--- src/rtl/prog_loader_pkg.sv ---
// Shared definitions for the program loader: FSM encoding, word geometry
// and the byte-lane insert helper used by the packer.
package prog_loader_pkg;

   localparam int BYTES_PER_WORD = 4;

   typedef logic [2:0] state_t;

   localparam state_t ST_IDLE    = 3'd0;
   localparam state_t ST_COLLECT = 3'd1;
   localparam state_t ST_WRITE   = 3'd2;
   localparam state_t ST_DONE    = 3'd3;
   localparam state_t ST_ERR     = 3'd4;

   function automatic logic [31:0] put_lane(input logic [31:0] word,
                                            input logic [1:0]  lane,
                                            input logic [7:0]  data);
      logic [31:0] res;
      res = word;
      res[{lane, 3'b000} +: 8] = data;
      return res;
   endfunction

endpackage

--- src/rtl/byte_packer.sv ---
// Assembles little-endian bytes into a 32-bit word; lane 0 is bits [7:0].
// full flags that the next push lands in the top lane.
module byte_packer
   import prog_loader_pkg::*;
(
   input  logic        clk,
   input  logic        reset_n,
   input  logic        clr,
   input  logic        push,
   input  logic [7:0]  byteIn,
   output logic [31:0] word,
   output logic        full
);

   localparam logic [1:0] LAST_LANE = 2'(BYTES_PER_WORD - 1);

   logic [31:0] word_r;
   logic [1:0]  idx_r;

   // Word register and lane index; clear wins over push.
   always_ff @(posedge clk) begin
      if (!reset_n) begin
         word_r <= 32'd0;
         idx_r  <= 2'd0;
      end else if (clr) begin
         word_r <= 32'd0;
         idx_r  <= 2'd0;
      end else if (push) begin
         word_r <= put_lane(word_r, idx_r, byteIn);
         idx_r  <= idx_r + 2'd1;
      end else begin
         word_r <= word_r;
         idx_r  <= idx_r;
      end
   end

   assign word = word_r;
   assign full = (idx_r == LAST_LANE);

endmodule

--- src/rtl/prog_loader.sv ---
// Streams a byte-wise program into instruction memory one word at a time,
// holding the fetch unit in reset until the final word has been committed.
module prog_loader
   import prog_loader_pkg::*;
#(
   parameter int widthMem   = 32,
   parameter int START_ADDR = 0,
   parameter int LAST_ADDR  = 8188
) (
   input  logic                clk,
   input  logic                reset_n,
   input  logic                start,
   input  logic [7:0]          byteIn,
   input  logic                byteValid,
   input  logic                byteLast,
   output logic                byteReady,
   output logic [widthMem-1:0] writeAddr,
   output logic [widthMem-1:0] writeData,
   output logic                wr,
   output logic                cpuHold,
   output logic                done,
   output logic                error,
   output logic [11:0]         wordCount
);

   localparam logic [widthMem-1:0] START_A = widthMem'(START_ADDR);
   localparam logic [widthMem-1:0] LAST_A  = widthMem'(LAST_ADDR);
   localparam logic [widthMem-1:0] STEP_A  = widthMem'(BYTES_PER_WORD);

   state_t              state_r, state_nxt_s;
   logic [widthMem-1:0] cur_addr_r, write_addr_r;
   logic [11:0]         word_count_r;
   logic                last_seen_r, byte_ready_r, wr_r, cpu_hold_r, done_r, error_r;
   logic [31:0]         word_s;
   logic                full_s, push_s, clr_s, load_s, advance_s, enter_write_s, addr_ok_s;

   assign addr_ok_s = (cur_addr_r <= LAST_A);

   byte_packer u_packer (
      .clk     (clk),
      .reset_n (reset_n),
      .clr     (clr_s),
      .push    (push_s),
      .byteIn  (byteIn),
      .word    (word_s),
      .full    (full_s)
   );

   // Next-state and datapath control decode.
   always_comb begin
      state_nxt_s   = state_r;
      push_s        = 1'b0;
      clr_s         = 1'b0;
      load_s        = 1'b0;
      advance_s     = 1'b0;
      enter_write_s = 1'b0;
      case (state_r)
         ST_IDLE, ST_DONE, ST_ERR: begin
            if (start) begin
               state_nxt_s = ST_COLLECT;
               load_s      = 1'b1;
               clr_s       = 1'b1;
            end else begin
               state_nxt_s = state_r;
            end
         end
         ST_COLLECT: begin
            if (byteValid && byte_ready_r) begin
               push_s = 1'b1;
               if (full_s || byteLast) begin
                  state_nxt_s   = ST_WRITE;
                  enter_write_s = 1'b1;
               end else begin
                  state_nxt_s = state_r;
               end
            end else begin
               state_nxt_s = state_r;
            end
         end
         ST_WRITE: begin
            clr_s = 1'b1;
            if (addr_ok_s) begin
               advance_s   = 1'b1;
               state_nxt_s = last_seen_r ? ST_DONE : ST_COLLECT;
            end else begin
               state_nxt_s = ST_ERR;
            end
         end
         default: state_nxt_s = ST_IDLE;
      endcase
   end

   // State, counters and output registers; outputs are loaded from the
   // next state so they line up with the state they describe.
   always_ff @(posedge clk) begin
      if (!reset_n) begin
         state_r      <= ST_IDLE;
         cur_addr_r   <= START_A;
         word_count_r <= 12'd0;
         last_seen_r  <= 1'b0;
         byte_ready_r <= 1'b0;
         wr_r         <= 1'b0;
         write_addr_r <= '0;
         cpu_hold_r   <= 1'b1;
         done_r       <= 1'b0;
         error_r      <= 1'b0;
      end else begin
         state_r      <= state_nxt_s;
         byte_ready_r <= (state_nxt_s == ST_COLLECT);
         wr_r         <= enter_write_s && addr_ok_s;
         cpu_hold_r   <= (state_nxt_s != ST_DONE);
         done_r       <= (state_nxt_s == ST_DONE);
         error_r      <= (state_nxt_s == ST_ERR);
         if (enter_write_s) begin
            write_addr_r <= cur_addr_r;
            last_seen_r  <= byteLast;
         end else if (load_s) begin
            last_seen_r  <= 1'b0;
         end
         if (load_s) begin
            cur_addr_r   <= START_A;
            word_count_r <= 12'd0;
         end else if (advance_s) begin
            cur_addr_r <= cur_addr_r + STEP_A;
            if (word_count_r != 12'hFFF) begin
               word_count_r <= word_count_r + 12'd1;
            end
         end
      end
   end

   assign byteReady = byte_ready_r;
   assign wr        = wr_r;
   assign writeAddr = write_addr_r;
   assign writeData = widthMem'(word_s);
   assign cpuHold   = cpu_hold_r;
   assign done      = done_r;
   assign error     = error_r;
   assign wordCount = word_count_r;

endmodule

--- config.mk ---
export PLATFORM = sky130hd
export DESIGN_NAME = prog_loader
export DESIGN_NICKNAME = d
export VERILOG_FILES = /design/src/rtl/prog_loader_pkg.sv /design/src/rtl/byte_packer.sv /design/src/rtl/prog_loader.sv
export SDC_FILE = /design/constraint.sdc
export NUM_CORES = 1
export LEC_CHECK = 0
export CAP_MARGIN = 20
export CORE_UTILIZATION = 50
export DETAILED_ROUTE_END_ITERATION = 10
export PLACE_DENSITY = 0.78
export SLEW_MARGIN = 20
export SYNTH_ARGS = -nofsm -noshare
export SYNTH_HDL_FRONTEND = slang
export SYNTH_SLANG_ARGS = --single-unit
--- constraint.sdc ---
create_clock -name clk -period 2.75 [get_ports clk]
set_clock_uncertainty 0.15 [all_clocks]
set_input_delay 0.55 -clock clk [delete_from_list [all_inputs] [get_ports clk]]
set_output_delay 0.55 -clock clk [all_outputs]
set_load 0.05 [all_outputs]
==> results.txt, run 1 <==
* Clock share of power: 58.6%
- Startpoint type of the worst setup path: flip-flop
* Internal power contribution: 3.545 mW
- Cells fill 71.53% of the core in the end.
* Number of diodes added for antenna fixing: 0
* Crit path max fanout: 10
- After clock tree synthesis, the flow added hold-fix buffers numbering 0.
- The number of global-route vias before repair was 3,802.
- Effective utilization at floorplan: 51.18%
- Post-synthesis cell area: 0.004442 mm²
- The number of antenna violations at the first check in global routing is 0.
* Clock buffer depth: 2
- After the last flow step, the layout net total stands at 649.
* Maxcap violations: 0
* Period utilization: 93.77%
- Summing internal, switching and leakage power gives 4.376 mW.
* Clock edge transition at the registers on the reported setup and hold paths: 60 ps
- Data required time at the worst endpoint: 3050 ps
* GRT Total Usage: 25.13%
* First-iteration detailed-routing DRC count: 207
* Seq pwr share: 38.3%
* Port buffer count: 91
- In the synthesized netlist, the number of instances is 529.
- Clk sinks: 115
- In this run, distinct cell masters in the synthesized netlist total 39.
- Power spread over the standard cell area amounts to 705.0 mW/mm².
- Dividing the detail-routed wire length by the instance count gives 14.83 µm.
- H-tree level count: 4
* Comb power frac: 3.0%
- Start-to-end type of the worst setup path: reg -> reg
* Post-detailed-route via-to-cell ratio: 5.598
* Headroom to the max-slew limit: 62.73%
* RSZ-0062 raised after global routing: no
- Placed wire-length estimate: 7464 µm
- The routed design has 11,080 µm of wire.
- Die H: 96.25 µm
- The analysis attributes to net switching a power of 0.8309 mW.
- Latest clock arrival within the worst-skew pair: 510 ps
- The analysis attributes to cell leakage a power of 2.229 nW.
- Number of inserted filler cells in the final layout: 668
- Antenna violation net count after detailed routing: 0
- The tightest hold path in the finished design has a slack of 300.4 ps.
- TritonCTS created 17 clock buffers.
- The multi-input combinational cells in the finished layout cover a total of 0.002004 mm².
- First-pass GRT wire length: 17,800 µm
* Minimum setup slack among reg-to-reg paths: 170 ps
- Area of the die: 0.009264 mm²
- In the final layout, the share of cells above drive strength 1 is 8.138%.
* Fraction of power spent switching nets: 18.99%
- In the final timing run, aggregate negative setup slack is 0 ps.
- Die X-Extent: 96.25 µm
* Max IR drop VDD: 0.4856 mV
* Highest Clock Rate: 387.8 MHz
* CTS Root Buffer Type: sky130_fd_sc_hd__clkbuf_8
- In this run the core area contains 34 standard-cell rows.
* Slew of the pin with the lowest slew margin: 557.2 ps
* Core area: 0.008678 mm²
- CTS tree: yes
* Endpoints failing setup: 0
* Post-cts gate resize count: 0
- From synthesis to final layout, the design area changed by 39.75%.
- The final-report max-slew violation count was 0.
- Yosys printed 0 warnings.
- At the end of routability-driven placement, the weighted congestion stood at 0.8507.
- In the routed design, unresolved DRC markers number 0.
- Worst-case setup slack after placement: 208.7 ps
- Synthesis-stage register bit count: 115
- Status: finished clean
- At the worst endpoint, the arrival time is 2880 ps.
* Class of the tightest hold or removal check: reg -> reg
- Entering global routing, the biggest net connects 35 pins.
- Hold Fails Final Rpt: 0
* Number of top-level pins: 94
* Number of setup buffers added after CTS: 0
* Area taken by flip-flops and latches: 0.002302 mm²
- FFs w/ async S/R, synth: 0%
- Setup slack closes at 171.2 ps.
- Routed vias: 4,182
- After global routing the overflow that remains totals 0.
* Post-synth EDFFs: 0
- Each instance of the synthesized netlist takes up on average 8.397 µm².
- STA classifies the critical path endpoint as a flip-flop.
- Of the synthesized area, sequential elements account for 51.83%.
- The first detailed-routing pass took 5 iterations.
* Most instantiated flip-flop cell in the synthesis netlist: sky130_fd_sc_hd__dfxtp_1
- The worst path needs 2579 ps of the cycle, external delays included.
## worst max-delay path, cell delays in order (launching register included)
cell	delay (ps)
sky130_fd_sc_hd__dfxtp_1	360
sky130_fd_sc_hd__ha_1	230
sky130_fd_sc_hd__and3_1	220
sky130_fd_sc_hd__and4_1	200
sky130_fd_sc_hd__or4_1	640
sky130_fd_sc_hd__buf_4	230
sky130_fd_sc_hd__or3_1	340
sky130_fd_sc_hd__a21oi_1	140
## final cells by class
| class | instances | area share (%) |
|---|---|---|
| sequential | 115 | 37.09 |
| inverter | 5 | 0.3024 |
| timing repair buffer | 110 | 16.97 |
| multi-input combinational | 379 | 32.29 |
| clock inverter | 9 | 3.608 |
| tap | 108 | 2.177 |
| clock buffer | 21 | 7.559 |
## path summary, 6_finish.rpt
| check | from | cells after the start | end |
|---|---|---|---|
| worst max register to register | wordCount[0] | 7 | wordCount[5] |
| worst min register to register | u_packer.word[15] | 2 | u_packer.word[15] |
| worst max-delay path | wordCount[0] | 7 | wordCount[5] |
| worst min-delay path | u_packer.word[15] | 2 | u_packer.word[15] |
## per-stage QoR
stage	cell area, µm²	std cells
finish	6207	747
global route	6207	747
CTS	6207	747
detailed placement	5514	717
global placement	5514	717
floorplan	4446	530
## cell families (layout without fill, tap and decap cells)
| kind of cell | after synthesis | count (layout) | share of synthesized area, % |
|---|---|---|---|
| other | 1 | 2 | 0.08443 |
| DFF | 115 | 115 | 51.83 |
| AOI/OAI and AO/OA | 103 | 103 | 12.45 |
| and+or+nand+nor | 259 | 259 | 28.68 |
| buffers and inverters | 36 | 145 | 3.239 |
| xor gates and xnor gates | 4 | 4 | 0.7889 |
| muxes | 3 | 3 | 0.6761 |
| adders and majority gates | 8 | 8 | 2.254 |
## registers in the layout, indices dropped and copies added (netlist names)
signal	cells
byteReady	1
cpuHold	1
cur_addr_r	30
done	1
error	1
last_seen_r	1
state_r	3
u_packer.idx_r	2
u_packer.word	32
wordCount	12
wr	1
writeAddr	30
## cells in the final DEF, fill, tap and decap left out, drive strengths merged, types with 8 or more instances in the layout
cell / count
ha: 8
or3: 11
and3: 25
clkbuf: 21
nand2: 118
dfxtp: 115
buf: 19
clkdlybuf4s50: 91
nor2: 14
o21ai: 11
nand3: 42
a21oi: 77
## per-layer routing
layer | GRT usage, % | part of all wire [%] | wire (µm) | up-vias
met1 | 31.24 | 44 | 4840 | 1950
met5 | 0 | 0 | 0 | -
met2 | 41.43 | 47 | 5240 | 170
met4 | 11.82 | 2.5 | 272 | 0
met3 | 5.292 | 6.5 | 723 | 27
li1 | - | - | - | 2035
## power groups by stage
stage	combinational [mW]	clock (mW)	sequential, mW
after floorplan	0.0656	0	1.72
after global placement	0.127	0	1.71
after detailed placement	0.129	0	1.71
after CTS	0.131	2.58	1.68
after global routing	0.143	2.66	1.68
final	0.133	2.57	1.68
## synth_stat cells (2+ instances only)
cell type                  count  area, µm²
sky130_fd_sc_hd__o31ai_1       3      22.52
sky130_fd_sc_hd__o21a_1        2      15.01
sky130_fd_sc_hd__nor2_1       14      52.55
sky130_fd_sc_hd__a21oi_1      77      385.4
sky130_fd_sc_hd__or3_1        11      68.82
sky130_fd_sc_hd__dfxtp_1     115       2302
sky130_fd_sc_hd__nand2_1     118      442.9
sky130_fd_sc_hd__nor3_1        7      35.03
sky130_fd_sc_hd__nand3_1      42      210.2
sky130_fd_sc_hd__nand2b_1      5      31.28
sky130_fd_sc_hd__mux2i_1       3      30.03
sky130_fd_sc_hd__clkbuf_1     27      101.4
sky130_fd_sc_hd__o211ai_1      3      22.52
sky130_fd_sc_hd__buf_4         2      15.01
sky130_fd_sc_hd__and4_1        3      26.28
sky130_fd_sc_hd__nor4_1        4      25.02
sky130_fd_sc_hd__xnor2_1       3      26.28
sky130_fd_sc_hd__or4_1         7      52.55
sky130_fd_sc_hd__nor3b_1       6      45.04
sky130_fd_sc_hd__o21ai_0      11      55.05
sky130_fd_sc_hd__nand4_1       3      18.77
sky130_fd_sc_hd__and3_1       25      156.4
sky130_fd_sc_hd__nor4_2        2      25.02
sky130_fd_sc_hd__and2_1        7      43.79
sky130_fd_sc_hd__inv_1         5      18.77
sky130_fd_sc_hd__nand3b_1      2      15.01
sky130_fd_sc_hd__ha_1          8      100.1
sky130_fd_sc_hd__a211oi_1      3      22.52
Power figures use the tool's default switching activity.
==> inputs of run 2 (changes only) <==
clock period = 2.9 ns   (was 2.75 ns; I/O delays follow)
==> run 2 against run 1 <==
Register-to-register slack improved by 70 ps. Worst setup slack improved by 70 ps. Cell area decreased by 1.8%. Total power decreased by 14%. Via count decreased by 1.1%. Wire length increased by 1.7%.
==> results.txt, run 2 (synthesis results as in run 1) <==
- The run finished with clean final reports.
- The iteration-0 DRC count of the detailed router came to 239 (+15%).
- The internal power consumption came to 2.965 mW (-16%).
* Class of the tightest hold or removal check: reg -> reg
- The core occupancy in the finished layout was 70.21% (-1.3 points).
* Data required time at the worst endpoint: 3190 ps (+140 ps)
* RSZ-0062 raised after global routing: no
* Number of top-level pins: 94 (unchanged)
- The wire length per cell after detailed routing is 15.10 µm (+1.8%).
- Setup Total Neg Slack: 0 ps (unchanged)
* Worst Slack Setup Final: 241.3 ps (+70.10 ps)
- CTS Root Buffer Type: sky130_fd_sc_hd__clkbuf_8
- Number of setup buffers added after CTS: 0 (unchanged)
- Seq pwr share: 42.3% (+4.0 points)
- The worst voltage drop across the vdd grid came to 0.3960 mV (-18%).
- Layout overhead on the synthesized area: 37.18%
- Clk sinks: 115 (unchanged)
* Minimum clock period: 2659 ps (+79.90 ps)
* Effective utilization at floorplan: 51.18% (unchanged)
* GRT Total Usage: 25.48% (+0.36 points)
- Worst hold margin: 299.8 ps (-0.5590 ps)
- Start-to-end type of the worst setup path: reg -> reg
- The core area is 0.008678 mm² (unchanged).
- The slew at the pin with the worst max-slew slack is 820.0 ps (+262.8 ps).
- Hold-critical path depth: 2 (unchanged)
* Data arrival time of the critical path: 2950 ps (+70 ps)
- Std cell rows: 34 (unchanged)
- Post-Layout Cell Count: 746 (-0.13%)
- Port buffer count: 91 (unchanged)
- Power per cell area: 616.6 mW/mm² (-13%)
* TritonCTS buffer count: 17 (unchanged)
* Antenna violations before repair: 0 (unchanged)
* Fraction of power spent switching nets: 21.09% (+2.1 points)
* Post-detailed-route via-to-cell ratio: 5.543 (-0.99%)
* Clock buffer depth: 2 (unchanged)
- First-pass GRT wire length: 18,120 µm (+1.8%)
- Crit path max fanout: 11 (+1)
- Leaving out fill and tap cells, the most frequent cell in the layout is sky130_fd_sc_hd__nand2_1.
- Pin count of the biggest net entering global routing: 35 (unchanged)
* Minimum setup slack among reg-to-reg paths: 240 ps (+70 ps)
- The share of power burned in combinational logic is 3.4% (+0.4 points).
* Startpoint type of the worst setup path: flip-flop
- In this run the critical register-to-register path is captured at wordCount[3].
- Critical path endpoint category: flip-flop
- The maximum clock rate was 376.1 MHz (-3.0%).
- Routed vias: 4,135 (-1.1%)
* Reg-to-reg startpoint: wordCount[0]
* Number of global-route vias before repair: 3,921 (+3.1%)
* Count of final max-slew check failures: 0 (unchanged)
* DP Area: 0.005512 mm² (about the same)
- The part of the cycle the worst path needs was 91.68% (-2.1 points).
* Routability cong.: 0.8562 (+0.65%)
* Net count of the finished layout: 647 (-0.31%)
* Hold Fails Final Rpt: 0 (unchanged)
- The setup violation total in the final timing report is 0 (unchanged).
* Total wire length after detailed routing: 11,270 µm (+1.7%)
* Number of flip-flops under the largest register name: 32 (unchanged)
- The remaining number of nets flagged by the antenna check after routing is 0 (unchanged).
* Placed cell count: 715 (-0.28%)
* Post-cts gate resize count: 0 (unchanged)
- The horizontal die dimension was 96.25 µm (unchanged).
- Endpoint of the worst hold-timing path: u_packer.word[30]
- CTS tree: yes
* Latest clock arrival within the worst-skew pair: 510 ps (about the same)
- The relative slew slack came to 44.91% (-18 points).
- The total inserted antenna cells was 0 (unchanged).
- The clock transition at the register clock pins on the worst setup and hold paths after CTS was 50 ps (about the same).
* Maxcap violations: 0 (unchanged)
- Leaving out fill and tap cells, the most frequent cells in the layout are sky130_fd_sc_hd__nand2_1, sky130_fd_sc_hd__dfxtp_1, sky130_fd_sc_hd__clkdlybuf4s50_1, sky130_fd_sc_hd__a21oi_1, sky130_fd_sc_hd__nand3_1.
- The post-route total power is 3.757 mW (-14%).
- Pre-Repair DR Iteration Count: 5 (unchanged)
- The die area came to 0.009264 mm² (unchanged).
* Total congestion overflow: 0 (unchanged)
- The startpoint identified for the worst hold timing path is u_packer.word[30].
* Residual DRC count: 0 (unchanged)
- Non-Filler Cell Area, Final: 0.006093 mm² (-1.8%)
- Share of final-layout standard cells stronger than drive strength 1: 7.680% (-0.46 points)
* Net Switching: 0.7923 mW (-4.6%)
- Leakage component of the power: 2.166 nW (-2.8%)
- Placed wire-length estimate: 7477 µm (+0.17%)
- The depth of the most critical reg-to-reg path is 7 (unchanged).
- The height of the die was 96.25 µm (unchanged).
- Worst-case setup slack after placement: 300.4 ps (+91.71 ps)
- The cts-stage hold buffer count came to 0 (unchanged).
- Clock share of power: 54.3% (-4.3 points)
- H-tree level count: 4 (unchanged)
==> run 2: power groups by stage <==
stage,Sequential [mW],Clock [mW],Combinational (mW)
6_report,1.59,2.04,0.126
5_1_grt,1.59,2.14,0.134
4_1_cts,1.59,2.06,0.124
3_5_place_dp,1.62,0,0.123
3_3_place_gp,1.62,0,0.121
2_1_floorplan,1.63,0,0.0622
==> run 2: critical path, cell delays in order, from the launching register on <==
cell and delay [ps]:
sky130_fd_sc_hd__dfxtp_1 350, sky130_fd_sc_hd__ha_1 220, sky130_fd_sc_hd__and3_1 240, sky130_fd_sc_hd__and4_1 220
sky130_fd_sc_hd__or4_1 700, sky130_fd_sc_hd__buf_4 230, sky130_fd_sc_hd__or3_1 340, sky130_fd_sc_hd__a21oi_1 140
==> run 2: final cells by class <==
class | count | area, µm²
Clock buffer | 21 | 449.2
Timing Repair Buffer | 108 | 1051
Fill cell | 686 | 2585
Sequential cell | 115 | 2302
Inverter | 5 | 18.77
Tap cell | 108 | 135.1
Clock inverter | 10 | 132.6
Multi-Input combinational cell | 379 | 2004
==> run 2: routing by layer <==
layer | vias to the layer above | part of all wire, % | GRT usage [%]
met2 | 166 | 49 | 43.79
met1 | 1932 | 44 | 30.11
met5 | - | 0 | 0
li1 | 2025 | - | -
met3 | 12 | 6.4 | 7.188
met4 | 0 | 1.1 | 9.328
==> run 2: worst max path at each step <==
| stage | cells after the start | slack [ps] | end | from |
|---|---|---|---|---|
| detailed placement | 7 | 300 | wordCount[3] | wordCount[0] |
| global route | 7 | 110 | wordCount[3] | wordCount[0] |
| CTS | 7 | 260 | wordCount[3] | wordCount[0] |
| finish | 7 | 240 | wordCount[3] | wordCount[0] |
| floorplan | 8 | 280 | wordCount[2] | wordCount[0] |
| global placement | 7 | 340 | wordCount[3] | wordCount[0] |
